`src/rtl/pcu_pkg.sv`:
```
// rtl/pcu_pkg.sv - constants shared by the sbox, credit counter and pcu input buffer
// Contents: PCU_W (word width), PCU_IN_DEPTH (default buffer depth),
//           PCU_IN_PTR_W and ptr_width() (pointer width including the wrap bit).
package pcu_pkg;

    localparam int PCU_W        = 32;
    localparam int PCU_IN_DEPTH = 4;

    // Pointer carries one extra MSB so full and empty can be told apart.
    function automatic int ptr_width(input int depth);
        return $clog2(depth) + 1;
    endfunction

    localparam int PCU_IN_PTR_W = $clog2(PCU_IN_DEPTH) + 1;

endpackage

```
`src/rtl/pcu_fifo_mem.sv`:
```
// rtl/pcu_fifo_mem.sv - DEPTH x W register array for the pcu input buffer
// Ports: clk, reset (sync, active-high, clears every entry),
//        we/waddr/wdata (synchronous write port),
//        raddr/rdata (asynchronous read port).
module pcu_fifo_mem #(
    parameter int W     = 32,
    parameter int DEPTH = 4,
    parameter int AW    = $clog2(DEPTH)
) (
    input  logic          clk,
    input  logic          reset,
    input  logic          we,
    input  logic [AW-1:0] waddr,
    input  logic [W-1:0]  wdata,
    input  logic [AW-1:0] raddr,
    output logic [W-1:0]  rdata
);

    logic [W-1:0] mem [DEPTH];

    always_ff @(posedge clk) begin
        if (reset) begin
            for (int i = 0; i < DEPTH; i++) begin
                mem[i] <= '0;
            end
        end else if (we) begin
            mem[waddr] <= wdata;
        end
    end

    assign rdata = mem[raddr];

endmodule

```
`src/rtl/pcu_in_fifo.sv`:
```
// rtl/pcu_in_fifo.sv - credit-returning input buffer between an sbox port and a PCU lane
// Ports: clk, reset (sync, active-high),
//        in_data/in_valid (sbox word stream, no backpressure),
//        credit_out (one-cycle pulse per dequeued word),
//        out_data/out_valid/out_ready (head word to the PCU),
//        count (occupancy 0..DEPTH), overflow (sticky push-while-full).
// Build option: PCU_IN_FIFO_BYPASS_EN lets a word pass straight through
//               when the buffer is empty and the PCU is ready.
module pcu_in_fifo
    import pcu_pkg::*;
#(
    parameter int W     = PCU_W,
    parameter int DEPTH = PCU_IN_DEPTH
) (
    input  logic                     clk,
    input  logic                     reset,
    input  logic [W-1:0]             in_data,
    input  logic                     in_valid,
    output logic                     credit_out,
    output logic [W-1:0]             out_data,
    output logic                     out_valid,
    input  logic                     out_ready,
    output logic [$clog2(DEPTH):0]   count,
    output logic                     overflow
);

    localparam int PW = ptr_width(DEPTH);
    localparam int AW = PW - 1;

    logic [PW-1:0] wr_ptr;
    logic [PW-1:0] rd_ptr;
    logic [W-1:0]  rdata;
    logic          empty;
    logic          full;
    logic          push;
    logic          pop;
    logic          credit_next;

    assign empty = (wr_ptr == rd_ptr);
    assign full  = (wr_ptr[PW-1] != rd_ptr[PW-1]) && (wr_ptr[AW-1:0] == rd_ptr[AW-1:0]);
    assign count = wr_ptr - rd_ptr;

    // Pops only ever come from storage; full uses pre-cycle pointers, so a
    // same-cycle pop never frees room for a push that arrives while full.
    assign pop = !empty && out_ready;

`ifdef PCU_IN_FIFO_BYPASS_EN
    logic bypass;

    assign bypass      = empty && in_valid && out_ready;
    assign push        = in_valid && !full && !bypass;
    assign out_valid   = !empty || bypass;
    assign out_data    = bypass ? in_data : rdata;
    assign credit_next = pop || bypass;
`else
    assign push        = in_valid && !full;
    assign out_valid   = !empty;
    assign out_data    = rdata;
    assign credit_next = pop;
`endif

    always_ff @(posedge clk) begin
        if (reset) begin
            wr_ptr     <= '0;
            rd_ptr     <= '0;
            credit_out <= 1'b0;
            overflow   <= 1'b0;
        end else begin
            if (push) begin
                wr_ptr <= wr_ptr + PW'(1);
            end
            if (pop) begin
                rd_ptr <= rd_ptr + PW'(1);
            end
            credit_out <= credit_next;
            if (in_valid && full) begin
                overflow <= 1'b1;
            end
        end
    end

    pcu_fifo_mem #(
        .W     (W),
        .DEPTH (DEPTH),
        .AW    (AW)
    ) u_mem (
        .clk   (clk),
        .reset (reset),
        .we    (push),
        .waddr (wr_ptr[AW-1:0]),
        .wdata (in_data),
        .raddr (rd_ptr[AW-1:0]),
        .rdata (rdata)
    );

endmodule
```
`config.mk`:
```
export PLATFORM = sky130hd
export DESIGN_NAME = pcu_in_fifo
export DESIGN_NICKNAME = d
export VERILOG_FILES = /design/src/rtl/pcu_pkg.sv /design/src/rtl/pcu_fifo_mem.sv /design/src/rtl/pcu_in_fifo.sv
export SDC_FILE = /design/constraint.sdc
export NUM_CORES = 1
export LEC_CHECK = 0
export BUFFER_PORTS_ARGS = -buffer_cell sky130_fd_sc_hd__buf_2
export CAP_MARGIN = 20
export CORE_ASPECT_RATIO = 2
export CORE_MARGIN = 5
export CORE_UTILIZATION = 55
export CTS_CLUSTER_SIZE = 40
export DETAILED_ROUTE_END_ITERATION = 8
export PLACE_DENSITY = 0.76
export SKIP_LAST_GASP = 1
export SYNTH_ARGS = -nofsm -noshare
export SYNTH_HDL_FRONTEND = slang
export SYNTH_SLANG_ARGS = --single-unit
export TNS_END_PERCENT = 50
```
`constraint.sdc`:
```
create_clock -name clk -period 6.7 [get_ports clk]
set_input_delay 0.67 -clock clk [delete_from_list [all_inputs] [get_ports clk]]
set_output_delay 0.67 -clock clk [all_outputs]
set_load 0.01 [all_outputs]
```
* Yosys cells after proc, flatten, opt, wreduce, memory -nomap -nowiden
Memory sizes are Yosys's and may differ from the RTL's. A register that Yosys moved wholly into a read port is not among the register bits.
Index checks and enable logic that the tools add are counted.
** Cells by class
- Add/sub/neg operators :: 3
- Multiply operators :: 0
- Div/mod/pow operators :: 0
- Magnitude comparators :: 0
- Equality and inequality tests :: 3
- Shift operators :: 0
- Mux-type cells :: 10
- Bitwise operators :: 0
- Reduce and logical (&&, ||, !) cells :: 7
** Operator list (count)
- $mux W32 :: 1
- $reduce_or A32 Y1 :: 1
- $add A3 B1 Y3 const B :: 2
- $mux W1 :: 6
- $mux W2 :: 3
- $logic_and A1 B1 Y1 :: 4
- $eq A3 B3 Y1 :: 1
- $sub A3 B3 Y3 :: 1
- $eq A2 B2 Y1 :: 1
- $logic_not A1 Y1 :: 2
- $ne A1 B1 Y1 :: 1
** Word-level totals
- Register bits after elaboration :: 8
- Bits in latches :: 0
- Memory bits (writable) :: 128
- ROM bits :: 0
- Output and inout bits :: 38
- Memories kept :: 1
** Memory list
- u_mem.mem :: words 4, width 32, read ports 1, clocked after memory_dff 1, wr ports 4, line pcu_fifo_mem.sv:19 : logic [W-1:0] mem [DEPTH];

* Depth between registers and ports, before layout
- Depth after elaboration :: 9
- Mapped depth :: 7
- Mapped depth without buffers :: 5

* By module
From an unflattened synthesis, not the netlist that was laid out.
** Second synthesis, totals
- Cell total of the unflattened synthesis :: 381
- Area total of the unflattened synthesis :: 6164.7 µm²
** Modules (own cells, without submodules)
- pcu_fifo_mem :: times used 1, cells an instance 317, area each 5621.6 µm², sequential area each 3843.7 µm²
- pcu_in_fifo :: times used 1, cells an instance 64, area each 543.0 µm², sequential area each 160.2 µm²

* Least setup slack after synthesis
OpenSTA, ideal clock, no wires.
- Kind :: reg2reg
- Start :: register wr_ptr[0]
- End :: memory u_mem.mem[1][0], enable pin
- Setup time :: 0.390 ns
- Arrival time :: 2.235 ns
- Required time :: 6.310 ns
- Slack :: 4.075 ns
- Stages on the path, launching flop included :: 7
- Buffers on the path :: 1
- Clock period less this slack :: 2.625 ns
- Cell sequence :: dfxtp_1 > inv_1 > ha_1 > nand2_1 > clkbuf_1 > o2111a_2 > or2_1
** RTL lines
- start, declared :: line pcu_in_fifo.sv:30 : logic [PW-1:0] wr_ptr;
- start signal, assigned :: line pcu_in_fifo.sv:70 : wr_ptr <= wr_ptr + PW'(1);
- end, declared :: line pcu_fifo_mem.sv:19

==> metrics.yaml <==
status: "finished clean"
synth.distinct_cells: 35
synth_top_family_by_area: "simple AND/OR/NAND/NOR gates"
coreArea_mm2: 0.0112
die_w_um: 85.1
p_per_area_mw_per_mm2: 379
area_delta_synth_final_pct: 15.0
crit_arrival_ps: 3140
dpl.hpwl_um: 7660
cts_resized: 0
synth_area_mm2: 0.00621
peakVddDrop_mv: 0.235
dr.pass1.iters: 4
die_h_um: 160
fmax_ghz: 0.322
wire_per_inst_um: 20.4
drt-total-wl_um: 12400
muxShareOfSynthArea_pct: 11.6
path_clk_slew_ps: 60
worstReg2RegStart: "wr_ptr[0]"
yosys_warnings: 0
grt_pass1_wl_um: 20100
tightest_slew_ps: 979
ys_seq_area_share_pct: 65.1
r2r_end: "u_mem.mem[1][29]"
setup_viol: 0
via_per_inst: 5.71
crit_path_end_kind: "flop"
final.setup.tns_ps: 0
die-area_mm2: 0.0136
start_kind: "flop"
drc: 0
hold_viol_final: 0
yosysTopAreaCellShare_pct: 61.9
dp.cells: 574
leakage_uw: 0.00281
synth_most_common_cell: "edfxtp_1"
layoutNonFillerInstCount: 606
post-route-min-period_ps: 3110
grt_max_degree: 37
cts_tree: "built"
path_class: "flop to flop"
clkLatencyLatePin_ps: 410
cts.sinks: 138
fill_cells: 821
clockRootBuffer: "clkbuf_16"
synth-seq-cells: 138
rsz0062_at_grt: "false"
synthCells: 386
synthTopCellsByCount: "edfxtp_1 (128), and2_1 (91), and3_1 (33)"
cts_buffers: 17
hold_class: "flop to flop"
synth_compound_area_share_pct: 2.62
synthAdderAreaFrac_pct: 1.13
grt_pass1_vias: 3867
gr-usage-all-layers_pct: 19.4
row_count: 55
hold-path-endpoint: "overflow"
required_ps: 6730
yosys_most_used_dff: "edfxtp_1"
pin_count: 74
hp-start: "overflow"
pre_cts_ws_ps: 3280
routabilityCongestion: 0.815
synth_edf_count: 128
drt_iter0_drc: 188
cts_max_path_buffers: 2
power.total_uw: 2710
diodes: 0
initial_utilization_pct: 55.3
antenna_found_initial: 0
yosys-top-cells-area: "edfxtp_1 (62%), mux4_2 (12%), and2_1 (9.2%)"
ctsHoldBuffers: 0
ant_nets: 0
slew_headroom_pct: 34.6
synth_area_per_cell_um2: 16.1
worstPathMaxFanout: 33
r2r_cells: 5
worst_slack_ps: 3590
startpoint: "wr_ptr[0]"
route.vias.total: 3463
period_share_pct: 46.4
synth_xor_area_share_pct: 0.665
nets: 492
drv_cap: 0
async_reset_ff_share_pct: 0
synthSimpleGateAreaFrac_pct: 15.6
postCtsSetupBuffers: 0
yosysTopAreaCell: "edfxtp_1"
maxSlewViolCount: 0
syn_nets: 427
h-tree-depth: 4
drive_above_1_share_pct: 32.8
regToRegSetupSlack_ps: 3590
grt.overflow.total: 0
portBuffers: 73
holdPathStages: 1
finClkSkew_ps: 6.17
-- flip-flops by register name (all words and copies together), names as in the netlist, named ones only --
| register | count |
|---|---|
| wr_ptr | 3 |
| credit_out | 1 |
| u_mem.mem | 128 |
| overflow | 1 |
| rd_ptr | 3 |
-- cell usage in the layout (no fill, tap or decap), types with 2 or more instances in the layout --
| cell type | n |
|---|---|
| nand2_1 | 9 |
| a31oi_1 | 3 |
| and2_2 | 6 |
| nand3_1 | 3 |
| bufinv_16 | 2 |
| clkinvlp_4 | 3 |
| or2_2 | 3 |
| nor2b_1 | 2 |
| and3_1 | 33 |
| clkinv_1 | 3 |
| and2_1 | 91 |
| nand4_1 | 2 |
| inv_6 | 2 |
| o311ai_0 | 5 |
| edfxtp_1 | 128 |
| inv_1 | 6 |
| o2111a_2 | 3 |
| a41oi_1 | 2 |
| buf_2 | 73 |
| nor3b_1 | 4 |
| dfxtp_2 | 2 |
| mux4_2 | 32 |
| clkbuf_1 | 2 |
| clkinv_2 | 3 |
| ha_1 | 4 |
| clkbuf_16 | 17 |
| dfxtp_1 | 8 |
-- how the worst max path moves through the flow --
stage                            end  depth (start not counted)  slack, ps
CTS                 u_mem.mem[1][12]                          5       3600
finish              u_mem.mem[1][29]                          5       3590
floorplan            u_mem.mem[1][0]                          6       4070
global route        u_mem.mem[1][12]                          5       3400
global placement    u_mem.mem[1][18]                          4       3350
detailed placement  u_mem.mem[1][15]                          4       3280
-- per-stage QoR --
stage	hold WS [ps]	area (um^2)	util, %
finish	551	7140	63.7
detailed placement	515	6580	58.7
global route	549	7140	63.7
global placement	533	6580	58.7
floorplan	511	6210	-
CTS	537	7140	63.7
-- cell type report --
cell class / count / area [um^2] / share of cell area [%]
Sequential cell: 138 / 4050 / 56.7
Inverter: 6 / 22.5 / 0.315
Clock buffer: 19 / 433 / 6.06
Timing Repair Buffer: 74 / 373 / 5.22
Multi-Input combinational cell: 214 / 1960 / 27.5
Clock inverter: 13 / 126 / 1.77
Tap cell: 142 / 178 / 2.49
-- routing by layer --
metal	part of all wire, %	global-route usage [%]
met5	0	0
met3	4.6	4.70
met4	1.6	6.20
met1	36	21.4
met2	58	35.7
-- worst max-delay path: stages, from the launching register on --
cell	delay (ps)
dfxtp_1	440
inv_1	120
ha_1	340
nand2_1	330
o2111a_2	680
or2_2	800
-- power breakdown --
| group | switching, uW | internal (uW) |
|---|---|---|
| logic | 360 | 306 |
| clock network | 343 | 543 |
| registers | 77.3 | 1080 |
| total | 780 | 1930 |
-- kinds of logic after synthesis --
group,count (synthesis)
simple gates,156
mux,32
buf+inv,34
compound gates,18
flops,138
xor+xnor,3
fa+ha+maj,5
No activity file was read; power rests on OpenSTA's default activity.
